<file path="src/rtl/mirage_gpio_bank.sv">
// Memory-mapped GPIO bank for the Mirage SoC: per-port OUT/DIR/IN/PEND/IE registers,
// set/clear/toggle aliases, synchronised inputs and rising-edge interrupt capture.
module mirage_gpio_bank #(
   parameter int                    PORT_COUNT = 2,
   parameter int                    PORT_WIDTH = 8,
   parameter int                    DATA_WIDTH = 16,
   parameter int                    ADDR_WIDTH = 16,
   parameter logic [ADDR_WIDTH-1:0] BASE_ADDR  = 16'h0200
) (
   input  logic                             aClock,
   input  logic                             aReset,
   input  logic [ADDR_WIDTH-1:0]            aAddress,
   input  logic [DATA_WIDTH-1:0]            aWriteData,
   input  logic                             aWrite,
   input  logic                             aRead,
   output logic                             anOutSelect,
   output logic [DATA_WIDTH-1:0]            anOutReadData,
   output logic                             anOutReadValid,
   input  logic [PORT_COUNT*PORT_WIDTH-1:0] aPinIn,
   output logic [PORT_COUNT*PORT_WIDTH-1:0] anOutPinOut,
   output logic [PORT_COUNT*PORT_WIDTH-1:0] anOutPinOe,
   output logic                             anOutIrq
);

   localparam int                    PORT_BITS = (PORT_COUNT > 1) ? $clog2(PORT_COUNT) : 1;
   localparam logic [ADDR_WIDTH-1:0] SPAN      = ADDR_WIDTH'(8 * PORT_COUNT);

   typedef enum logic [2:0] {
      REG_OUT  = 3'd0,
      REG_DIR  = 3'd1,
      REG_IN   = 3'd2,
      REG_PEND = 3'd3,
      REG_IE   = 3'd4,
      REG_SET  = 3'd5,
      REG_CLR  = 3'd6,
      REG_TGL  = 3'd7
   } regSel_e;

   logic [ADDR_WIDTH-1:0] offset;
   logic                  hit;
   logic [PORT_BITS-1:0]  portSel;
   regSel_e               regSel;
   logic [PORT_WIDTH-1:0] wData;
   logic                  unusedBits;

   // Addresses below the base wrap to a large offset, so one unsigned compare covers both bounds.
   assign offset      = aAddress - BASE_ADDR;
   assign hit         = offset < SPAN;
   assign portSel     = offset[3 +: PORT_BITS];
   assign regSel      = regSel_e'(offset[2:0]);
   assign wData       = aWriteData[PORT_WIDTH-1:0];
   assign unusedBits  = ^aWriteData;
   assign anOutSelect = hit;

   logic [PORT_WIDTH-1:0] outReg   [PORT_COUNT];
   logic [PORT_WIDTH-1:0] dirReg   [PORT_COUNT];
   logic [PORT_WIDTH-1:0] pendReg  [PORT_COUNT];
   logic [PORT_WIDTH-1:0] ieReg    [PORT_COUNT];
   logic [PORT_WIDTH-1:0] syncMeta [PORT_COUNT];
   logic [PORT_WIDTH-1:0] inReg    [PORT_COUNT];
   logic [PORT_WIDTH-1:0] inPrev   [PORT_COUNT];
   logic [1:0]            armCount;
   logic                  armed;

   logic [PORT_WIDTH-1:0] rise     [PORT_COUNT];
   logic [PORT_WIDTH-1:0] pendClr  [PORT_COUNT];
   logic [PORT_WIDTH-1:0] outNext  [PORT_COUNT];
   logic [PORT_WIDTH-1:0] dirNext  [PORT_COUNT];
   logic [PORT_WIDTH-1:0] ieNext   [PORT_COUNT];
   logic [DATA_WIDTH-1:0] readMux;
   logic                  irqNext;

   assign armed = (armCount == 2'd3);

   always_comb begin
      // NOTE: every signal written here gets a default first, so no path can infer a latch.
      readMux = '0;
      irqNext = 1'b0;
      for (int p = 0; p < PORT_COUNT; p++) begin
         rise[p]    = armed ? (inReg[p] & ~inPrev[p] & ~dirReg[p]) : '0;
         pendClr[p] = '0;
         outNext[p] = outReg[p];
         dirNext[p] = dirReg[p];
         ieNext[p]  = ieReg[p];
         irqNext    = irqNext | (|(pendReg[p] & ieReg[p]));

         if (hit && portSel == PORT_BITS'(p)) begin
            if (aWrite) begin
               case (regSel)
                  REG_OUT:  outNext[p] = wData;
                  REG_DIR:  dirNext[p] = wData;
                  REG_PEND: pendClr[p] = wData;
                  REG_IE:   ieNext[p]  = wData;
                  REG_SET:  outNext[p] = outReg[p] | wData;
                  REG_CLR:  outNext[p] = outReg[p] & ~wData;
                  REG_TGL:  outNext[p] = outReg[p] ^ wData;
                  default:  ;
               endcase
            end
            // Reads see the registers as they stand before this edge's write.
            case (regSel)
               REG_OUT:  readMux[PORT_WIDTH-1:0] = outReg[p];
               REG_DIR:  readMux[PORT_WIDTH-1:0] = dirReg[p];
               REG_IN:   readMux[PORT_WIDTH-1:0] = inReg[p];
               REG_PEND: readMux[PORT_WIDTH-1:0] = pendReg[p];
               REG_IE:   readMux[PORT_WIDTH-1:0] = ieReg[p];
               default:  ;
            endcase
         end
      end
   end

   // NOTE: state is updated with non-blocking assignments so every register samples pre-edge values.
   always_ff @(posedge aClock) begin
      if (aReset) begin
         // NOTE: the per-port arrays are real flops, not RAM, so each one is cleared explicitly.
         for (int p = 0; p < PORT_COUNT; p++) begin
            outReg[p]   <= '0;
            dirReg[p]   <= '0;
            pendReg[p]  <= '0;
            ieReg[p]    <= '0;
            syncMeta[p] <= '0;
            inReg[p]    <= '0;
            inPrev[p]   <= '0;
         end
         armCount       <= 2'd0;
         anOutReadData  <= '0;
         anOutReadValid <= 1'b0;
         anOutIrq       <= 1'b0;
      end else begin
         for (int p = 0; p < PORT_COUNT; p++) begin
            outReg[p]   <= outNext[p];
            dirReg[p]   <= dirNext[p];
            ieReg[p]    <= ieNext[p];
            syncMeta[p] <= aPinIn[p*PORT_WIDTH +: PORT_WIDTH];
            inReg[p]    <= syncMeta[p];
            inPrev[p]   <= inReg[p];
            // A new rise is OR-ed in after the clear, so set wins on a collision.
            pendReg[p]  <= (pendReg[p] & ~pendClr[p]) | rise[p];
         end
         if (!armed) begin
            armCount <= armCount + 2'd1;
         end
         anOutReadValid <= hit && aRead;
         anOutReadData  <= (hit && aRead) ? readMux : '0;
         anOutIrq       <= irqNext;
      end
   end

   for (genvar p = 0; p < PORT_COUNT; p++) begin : genPins
      assign anOutPinOut[p*PORT_WIDTH +: PORT_WIDTH] = outReg[p];
      assign anOutPinOe[p*PORT_WIDTH +: PORT_WIDTH]  = dirReg[p];
   end

endmodule

</file>
<file path="config.mk">
export PLATFORM = sky130hd
export DESIGN_NAME = mirage_gpio_bank
export DESIGN_NICKNAME = d
export VERILOG_FILES = /design/src/rtl/mirage_gpio_bank.sv
export SDC_FILE = /design/constraint.sdc
export NUM_CORES = 1
export LEC_CHECK = 0
export ABC_CLOCK_PERIOD_IN_PS = 2200
export BUFFER_PORTS_ARGS = -buffer_cell sky130_fd_sc_hd__buf_2
export CORE_MARGIN = 5
export CORE_UTILIZATION = 50
export CTS_CLUSTER_DIAMETER = 30
export DETAILED_ROUTE_END_ITERATION = 10
export GPL_TIMING_DRIVEN = 1
export PLACE_DENSITY = 0.86
export SYNTH_ARGS = -nofsm -noshare
export SYNTH_HDL_FRONTEND = slang
export SYNTH_SLANG_ARGS = --single-unit
export TNS_END_PERCENT = 1
</file>
<file path="constraint.sdc">
create_clock -name aClock -period 2.2 [get_ports aClock]
set_input_delay 0.22 -clock aClock [delete_from_list [all_inputs] [get_ports aClock]]
set_output_delay 0.22 -clock aClock [all_outputs]
set_load 0.05 [all_outputs]
</file>
==> results.toml, run 1 <==
[outcome]
outcome = "completed"

[sta]
max_slew.worst_pin.slew_ns = 0.6335
period_minus_slack_ns = 2.045
final.setup_skew_ns = 0.007605
rsz0062_at_grt = "false"
hold_violations = 0
max_slew_margin_pct = 57.77
period_share_pct = 92.97
fmax_mhz = 488.9
slew_viol_final = 0
setup_viol = 0

[clocking]
cts_tree = "yes"
cts_made_buffers = 17
ctsResizeCount = 0
post-cts-setup-buffer-count = 0
clk_latency_ns = 0.42
cts_max_level = 4
cts_buffer_depth = 2
clock-sinks = 124
cts_root_buffer = "clkbuf_16"
path_clk_slew_ns = 0.05

[placed_design]
finalWeightedCongestion = 0.9219
placed_area_um2 = 6888
port_buffers = 86
dp.final_hpwl_um = 12010

[synthesis]
yosysTopAreaCell = "dfxtp_1"
synth_top_flop_cell = "dfxtp_1"
avgSynthCellArea_um2 = 9.728
synth.distinct_cells = 47
yosys_warnings = 0
synth_cells = 632
syn_area_um2 = 6148
synth_top_area_share_pct = 40.37
synth_edf_count = 0
synth.area.top_cells = "dfxtp_1 (40%), mux2i_1 (7.7%), nand2b_1 (7.0%)"
ys_seq_area_share_pct = 40.37
ys_ff_latch = 124
synthArstFlopShare_pct = 0

[routing]
wl_um = 17770
drc = 0
drt_pre_antenna_iters = 5
avgViaCountPerCell = 6.061
wl_per_cell_um = 19.99
dr.first_iter.drc_count = 712
drtAntennaViolNets = 0
vias = 5388

[worst_setup_path]
r2r_cells = 6
crit_path_end_kind = "output pin"
reg2reg_to = "outReg[0][6]$_SDFFE_PP0P_"
crit_required_ns = 1.98
regToRegSetupSlack_ns = 0.26
startpoint_type = "input port"
setup.worst_path.class = "input port to output pin"
crit_end = "anOutSelect"
cp_max_fo = 5
cp.arrival_ns = 1.83
r2r_start = "outReg[0][6]$_SDFFE_PP0P_"
worstSetupStartpoint = "aAddress[9]"

[grt]
grt_use_total_pct = 24.68
grt_max_degree = 93
grt_remaining_overflow = 0
grt_pass1_vias = 5370
grt_pass1_wl_um = 28020
antenna_found_initial = 0

[min_path]
hold_path_class = "input port to register"
worstHoldStart = "aPinIn[10]"
holdPathStages = 2

[die]
start_util_pct = 51.19
coreArea_um2 = 12010
die-area_um2 = 14610
ios = 103
row_count = 40
die_y_um = 120.9
die-width_um = 120.9

[cells_and_area]
design_area_um2 = 7467
fill_cells = 955
nets = 815
drive_gt1_share_pct = 22.78
area_delta_synth_final_pct = 21.45
layout_commonest_cell = "dfxtp_1"
antennaDiodeCount = 0
final_cell_mix = "dfxtp_1 (124), buf_2 (85), nand2b_1 (69)"

[pwr]
ir_drop_v = 0.0005800
power_density_nw_per_um2 = 731.7
total_power_uw = 5464
p_leak_uw = 0.003087

[run]
drv_cap = 0
[sequential cells by signal (all words and copies together), names as in the netlist]
name and count:
syncMeta 16, anOutReadData 8, outReg 16, ieReg 16, inReg 16, anOutIrq 1
inPrev 16, anOutReadValid 1, dirReg 16, armCount 2, pendReg 16
[power breakdown]
| group | internal, uW | leakage [uW] | switching, uW |
|---|---|---|---|
| registers | 2300 | 0.00101 | 25.4 |
| logic | 189 | 0.00180 | 272 |
| clock network | 1620 | 0.000278 | 1060 |
[logic make-up (layout without fill, tap and decap cells)]
kind of cell	after synthesis	count (layout)	synth area share (%)
other cells	1	8	0.06099
mux	56	56	10.95
buf+inv	76	179	5.230
compound gates	118	118	14.14
flops	124	124	40.37
fa+ha+maj	34	34	6.919
xor+xnor	2	2	0.2850
simple gates	221	221	22.04
[cell type report]
type | count | area (um^2) | share of cell area, %
clock buffer | 20 | 456.7 | 6.116
multi-input combinational | 439 | 3390 | 45.39
sequential | 124 | 2482 | 33.24
tap | 147 | 183.9 | 2.463
clock inverter | 12 | 112.6 | 1.508
timing repair buffer | 120 | 728.2 | 9.752
inverter | 27 | 113.9 | 1.525
[stage by stage]
step                        TNS, ns  hold slack (ns)  std cells  util, %  setup slack, ns
after floorplan             -0.2005           0.3482        639        -         -0.02507
after global placement    -0.003748           0.4183        856    57.34        -0.003748
after detailed placement     -1.167           0.4231        856    57.34          -0.1134
after CTS                         0        0.0008183        889    62.17           0.1456
after global routing              0         0.006436        889    62.17           0.1026
final                             0         0.006275        889    62.17           0.1547
[synth_stat cells, types with 2 or more instances]
master     instances
or3_1              3
o2bb2ai_1          7
and2_1             7
xor2_1             2
mux2i_1           47
o211ai_1           2
clkbuf_1          36
o2111ai_1          2
nand3_1            3
buf_2              2
a22oi_1           11
nand2b_1          69
a32oi_1            2
nor3_1            14
nor2_1            39
nor3b_1            3
mux4_2             9
a32o_1            12
nor4_2             2
nor2b_1           50
buf_1              2
o21ai_0           15
nor4bb_1          16
a2111oi_0         12
ha_1              34
a21oi_1           18
buf_4              9
a221oi_1           3
a211oi_1          20
nand2_1            6
dfxtp_1          124
o22ai_1            8
a22o_1             3
inv_1             27
[worst max-delay path: stages]
cell,delay (ns)
buf_2,0.14
inv_8,0.04
ha_4,0.24
or4b_4,0.46
buf_4,0.16
buf_4,0.15
nor2_1,0.14
buf_2,0.29
[routing by layer]
metal / vias to the layer above / wire [um] / GRT usage (%)
li1: 2440 / - / -
met1: 2556 / 6730 / 30.10
met2: 326 / 8372 / 40.40
met3: 66 / 1971 / 6.294
met4: 0 / 694 / 12.25
met5: - / 0 / 0
[timing repair]
item | in CTS | in global routing
hold buffers | 1 | 0
setup endpoints to repair | 0 | 0
endpoints found under the hold margin | 1 | 0
[worst min-delay path by stage]
stage                                      end  slack [ns]
finish              syncMeta[0][10]$_SDFF_PP0_       0.006
global route         syncMeta[0][8]$_SDFF_PP0_       0.006
CTS                  syncMeta[0][8]$_SDFF_PP0_      0.0008
detailed placement     inReg[0][11]$_SDFF_PP0_        0.42
global placement        inReg[0][6]$_SDFF_PP0_        0.42
floorplan            syncMeta[0][0]$_SDFF_PP0_        0.35
Power figures use the tool's default switching activity.
==> inputs of run 2 (changes only) <==
--- a/config.mk
+++ b/config.mk
@@ -5,14 +5,14 @@
 export SDC_FILE = /design/constraint.sdc
 export NUM_CORES = 1
 export LEC_CHECK = 0
-export ABC_CLOCK_PERIOD_IN_PS = 2200
+export ABC_CLOCK_PERIOD_IN_PS = 1900
 export BUFFER_PORTS_ARGS = -buffer_cell sky130_fd_sc_hd__buf_2
 export CORE_MARGIN = 5
 export CORE_UTILIZATION = 50
 export CTS_CLUSTER_DIAMETER = 30
 export DETAILED_ROUTE_END_ITERATION = 10
 export GPL_TIMING_DRIVEN = 1
-export PLACE_DENSITY = 0.86
+export PLACE_DENSITY = 0.83
 export SYNTH_ARGS = -nofsm -noshare
 export SYNTH_HDL_FRONTEND = slang
 export SYNTH_SLANG_ARGS = --single-unit
==> constraint.sdc (replaced) <==
create_clock -name aClock -period 1.9 [get_ports aClock]
set_input_delay 0.19 -clock aClock [delete_from_list [all_inputs] [get_ports aClock]]
set_output_delay 0.19 -clock aClock [all_outputs]
set_load 0.05 [all_outputs]
==> run 2 against run 1 <==
Effect of this change: the flow now finishes with violations (negative setup slack); final cell count is 3.6% higher; utilization is 2.8 points higher; critical path depth is 2 lower.
==> results.toml, run 2 (synthesis results as in run 1) <==
[clocking]
cts_max_level = 4
cts_tree = "yes"
clk_latency_ns = 0.42
clock-sinks = 124
post-cts-setup-buffer-count = 0
cts_root_buffer = "clkbuf_16"
path_clk_slew_ns = 0.06
cts_buffer_depth = 2
cts_made_buffers = 17

[pwr]
p_leak_uw = 0.003263
power_density_nw_per_um2 = 850.3
ir_drop_v = 0.0007864

[worst_setup_path]
critPathTopFamily = "simple AND/OR/NAND/NOR gates"
cpPeakStageDelay_ns = 0.53
r2r_cells = 6
setup.worst_path.class = "input port to output pin"
crit_path_end_kind = "output pin"
crit_required_ns = 1.71
crit_chain = "buf_2 -> or4b_4 -> or3_1 -> buf_4 -> nor2_1 -> buf_6"
reg2reg_to = "outReg[0][7]$_SDFFE_PP0P_"
cp_max_fo = 4
r2r_start = "outReg[0][7]$_SDFFE_PP0P_"
startpoint_type = "input port"
regToRegSetupSlack_ns = 0.18
slowest_stage = "or4b_4"
critical_path_buf_inv_count = 3
cp.arrival_ns = 1.72

[outcome]
violations = "negative setup slack"
outcome = "finished, violations left"

[min_path]
holdPathStages = 2
hold_path_class = "input port to register"
whs_endpoint = "syncMeta[0][7]$_SDFF_PP0_"
worstHoldStart = "aPinIn[7]"

[cells_and_area]
final_util_pct = 64.99
area_delta_synth_final_pct = 26.96
drive_gt1_share_pct = 24.29
nets = 847
layout_commonest_cell = "dfxtp_1"
design_area_um2 = 7806
final_cell_mix = "dfxtp_1 (124), buf_2 (84), nand2b_1 (69)"
fill_cells = 914
antennaDiodeCount = 0

[die]
die-area_um2 = 14610
die_y_um = 120.9
start_util_pct = 51.19
ios = 103
die-width_um = 120.9
coreArea_um2 = 12010
row_count = 40

[placed_design]
finalWeightedCongestion = 0.9057
port_buffers = 86
placed_area_um2 = 7043
dp.final_hpwl_um = 12430

[grt]
grt_max_degree = 96
grt_pass1_vias = 5504
antenna_found_initial = 0
grt_pass1_wl_um = 28910
grt_remaining_overflow = 0
grt_use_total_pct = 25.47

[routing]
dr.first_iter.drc_count = 645
wl_per_cell_um = 19.86
drtAntennaViolNets = 0
avgViaCountPerCell = 5.989
drt_pre_antenna_iters = 6
drc = 0
vias = 5516
wl_um = 18290

[sta]
layout_setup_ws_ns = -0.005498
max_slew_margin_pct = 66.31
setup_viol = 1
max_slew.worst_pin.slew_ns = 0.4986
hold_slack_ns = 0.005995
slew_viol_final = 0
final.setup_skew_ns = 0.008453
hold_violations = 0
period_minus_slack_ns = 1.905
fmax_mhz = 524.8
rsz0062_at_grt = "true"
period_share_pct = 100.3

[run]
drv_cap = 0
## run 2: what timing repair did
action	CTS	global route
setup endpoints to repair	1	4
resized for setup	1	4
hold endpoints to repair	14	0
hold buffers	14	0
## run 2: worst max-delay path by stage
stage	from	slack, ns	to	cells past startpoint
after floorplan	aAddress[9]	-0.30	dirReg[0][0]$_SDFFE_PP0P_	8
after global placement	aAddress[9]	-0.30	dirReg[0][9]$_SDFFE_PP0P_	8
after detailed placement	aAddress[9]	-0.34	dirReg[0][7]$_SDFFE_PP0P_	9
after CTS	aAddress[14]	0.01	anOutSelect	6
after global routing	aAddress[14]	-0.02	anOutSelect	6
final	aAddress[14]	-0.005	anOutSelect	6
## run 2: where the power goes
part           internal (uW)  total (uW)  switching [uW]
Combinational            254         583             329
Sequential              2660        2690            30.0
Clock                   2100        3370            1270
Total                   5010        6640            1630
## run 2: cell type report
class	instances	area, um^2	area share [%]
multi-input combinational	439	3393	43.47
sequential	124	2482	31.80
timing repair buffer	152	1020	13.06
clock buffer	18	429.2	5.498
clock inverter	14	183.9	2.356
tap	147	183.9	2.356
inverter	27	113.9	1.459
## run 2: per-layer routing
| metal | global-route usage (%) | vias up | share of wire (%) |
|---|---|---|---|
| li1 | - | 2505 | - |
| met1 | 30.62 | 2637 | 39 |
| met2 | 41.44 | 308 | 47 |
| met3 | 7.506 | 66 | 9.4 |
| met4 | 12.68 | 0 | 4.7 |
| met5 | 0 | - | 0 |
## run 2: metrics by stage
| step | setup slack [ns] | total power, uW | std cells | TNS (ns) |
|---|---|---|---|---|
| 2_1_floorplan | -0.2951 | 3103 | 639 | -7.427 |
| 3_3_place_gp | -0.2985 | 3266 | 875 | -10.84 |
| 3_5_place_dp | -0.3359 | 3290 | 875 | -13.75 |
| 4_1_cts | 0.01154 | 6643 | 921 | 0 |
| 5_1_grt | -0.01743 | 6843 | 921 | -0.01743 |
| 6_report | -0.005498 | 6637 | 921 | -0.005498 |
==> inputs of run 3 (changes only) <==
--- a/config.mk
+++ b/config.mk
@@ -8,11 +8,12 @@
 export ABC_CLOCK_PERIOD_IN_PS = 1900
 export BUFFER_PORTS_ARGS = -buffer_cell sky130_fd_sc_hd__buf_2
 export CORE_MARGIN = 5
-export CORE_UTILIZATION = 50
+export CORE_UTILIZATION = 45
 export CTS_CLUSTER_DIAMETER = 30
 export DETAILED_ROUTE_END_ITERATION = 10
 export GPL_TIMING_DRIVEN = 1
-export PLACE_DENSITY = 0.83
+export PLACE_DENSITY = 0.77
+export REMOVE_ABC_BUFFERS = 1
 export SYNTH_ARGS = -nofsm -noshare
 export SYNTH_HDL_FRONTEND = slang
 export SYNTH_SLANG_ARGS = --single-unit
==> run 3 against run 2 <==
Effect of this change: the run now ends clean; global-route usage fell by 2.9 points; final cell count grew 3.7%; fmax grew 0.77%; routed wire length is 2.2% lower; combinational power decreased by 0.7%; first-iteration DRC count fell by 23%; register-to-register slack worse by 0.17 ns; critical endpoint is now outReg[0][7]$_SDFFE_PP0P_.
==> results.toml, run 3 (synthesis results as in run 1) <==
[outcome]
outcome = "completed"

[placed_design]
placed_area_um2 = 7078
finalWeightedCongestion = 0.8975
dpl.cell_count = 908
dp.final_hpwl_um = 12390
port_buffers = 86

[clocking]
cts_buffer_depth = 2
cts_tree = "yes"
cts_root_buffer = "clkbuf_16"
clk_latency_ns = 0.42
cts_made_buffers = 17
cts_max_level = 4
clock-sinks = 124
path_clk_slew_ns = 0.06

[worst_setup_path]
reg2reg_to = "outReg[0][7]$_SDFFE_PP0P_"
cp_max_fo = 5
cpPeakStageDelay_ns = 0.47
critical_path_buf_inv_count = 1
setup.worst_path.class = "register to register"
cp.arrival_ns = 2.19
critPathTopFamily = "compound AO/OA/AOI/OAI gates"
worstSetupStartpoint = "outReg[0][7]$_SDFFE_PP0P_"
slowest_stage = "dfxtp_1"
crit_required_ns = 2.20
crit_chain = "inv_1 -> ha_1 -> nand2b_1 -> a32o_1 -> a2111oi_0 -> nor3_1"
r2r_start = "outReg[0][7]$_SDFFE_PP0P_"
r2r_cells = 6
startpoint_type = "register"
crit_path_end_kind = "register"
regToRegSetupSlack_ns = 0.009

[pwr]
power_density_nw_per_um2 = 801.1
p_sw_share_pct = 23.76
p_leak_uw = 0.003268
pwr-share-comb_pct = 9.3
p_switching_uw = 1485
p_int_uw = 4766
clock_power_share_pct = 47.8
seqPwrFrac_pct = 43.0
ir_drop_v = 0.0004971

[routing]
drtAntennaViolNets = 0
vias = 5491
dr.first_iter.drc_count = 497
drt_pre_antenna_iters = 5
wl_um = 17890
wl_per_cell_um = 18.73
drc = 0
avgViaCountPerCell = 5.750

[sta]
max_slew_margin_pct = 61.89
setup_viol = 0
hold_violations = 0
final.setup_skew_ns = 0.008369
slew_viol_final = 0
period_share_pct = 99.52
period_minus_slack_ns = 1.891
max_slew.worst_pin.slew_ns = 0.5717
fmax_mhz = 528.8
rsz0062_at_grt = "false"
tns_ns = 0

[min_path]
hold_path_class = "input port to register"
whs_endpoint = "outReg[0][5]$_SDFFE_PP0P_"
worstHoldStart = "aWriteData[5]"
holdPathStages = 3

[grt]
grt_use_total_pct = 22.57
antenna_found_initial = 0
met3_usage_pct = 7.062
gr-max-usage-layer = "met2"
grt_pass1_wl_um = 28700
use_met2_pct = 34.78
use_met1_pct = 28.53
grt_pass1_vias = 5623
grt_remaining_overflow = 0
grt_max_degree = 77

[cells_and_area]
antennaDiodeCount = 0
nets = 853
layout_commonest_cell = "dfxtp_1"
area_delta_synth_final_pct = 26.90
final_util_pct = 58.69
fin_cells = 955
drive_gt1_share_pct = 24.26
final_cell_mix = "dfxtp_1 (124), buf_2 (84), nand2b_1 (69)"
design_area_um2 = 7802

[die]
ios = 103
start_util_pct = 46.25
die-area_um2 = 16100
row_count = 42
die-width_um = 126.9
coreArea_um2 = 13300
die_y_um = 126.9

[run]
drv_cap = 0
-- run 3: changes by cell type in the layout (fill, tap and decap cells not counted), moves of 2 or more --
| cell | delta |
|---|---|
| bufinv_16 | -3 |
| buf_4 | +4 |
| clkinv_4 | -3 |
| inv_8 | -2 |
| clkbuf_8 | +6 |
| inv_6 | -6 |
| clkinv_2 | +5 |
| inv_1 | +2 |
| dlygate4sd3_1 | +2 |
-- run 3: worst max path at each step --
stage / end / slack [ns] / cells after the start
3_5_place_dp: dirReg[0][13]$_SDFFE_PP0P_ / -0.36 / 8
2_1_floorplan: dirReg[0][10]$_SDFFE_PP0P_ / -0.36 / 6
3_3_place_gp: dirReg[0][12]$_SDFFE_PP0P_ / -0.29 / 8
6_report: outReg[0][7]$_SDFFE_PP0P_ / 0.009 / 6
5_1_grt: outReg[0][1]$_SDFFE_PP0P_ / 0.002 / 6
4_1_cts: anOutSelect / 0.03 / 6
-- run 3: area by class of cell --
| type | instances | area [um^2] |
|---|---|---|
| fillers | 1140 | 5493 |
| multi-input cells | 439 | 3379 |
| flip-flops and latches | 124 | 2482 |
| repair buffers | 158 | 1070 |
| clock buffers | 24 | 511.7 |
| well taps | 176 | 220.2 |
| inverters | 27 | 101.3 |
| clock inverters | 7 | 37.54 |
-- run 3: what timing repair did --
item,CTS,global route
setup endpoints to repair,1,7
hold endpoints to repair,16,0
gates resized for setup,1,5
setup buffers,0,0
pin swaps,0,0
hold buffers,16,0
-- run 3: metal layers --
| metal | up-vias | share of wire, % |
|---|---|---|
| met2 | 257 | 45 |
| met3 | 58 | 8.9 |
| met4 | 0 | 3.8 |
| met1 | 2666 | 42 |
| li1 | 2510 | - |
| met5 | - | 0 |
-- run 3: power groups by stage --
stage | registers (uW) | clock network [uW] | logic (uW)
final | 2690 | 2990 | 579
after global routing | 2690 | 3150 | 631
after CTS | 2690 | 3020 | 575
after global placement | 2740 | 0 | 523
after detailed placement | 2740 | 0 | 546
after floorplan | 2730 | 0 | 282
-- run 3: metrics by stage --
step / hold WS [ns] / power, uW / setup WS, ns
after global placement: 0.3955 / 3260 / -0.2899
final: 0.08971 / 6250 / 0.009040
after floorplan: 0.2594 / 3013 / -0.3619
after detailed placement: 0.4041 / 3286 / -0.3647
after global routing: 0.07404 / 6473 / 0.001572
after CTS: 0.06946 / 6280 / 0.03495
-- run 3: tightest hold or removal path, stage by stage --
cell      delay (ns)
buf_2           0.13
nand2_1         0.08
a211oi_1        0.06
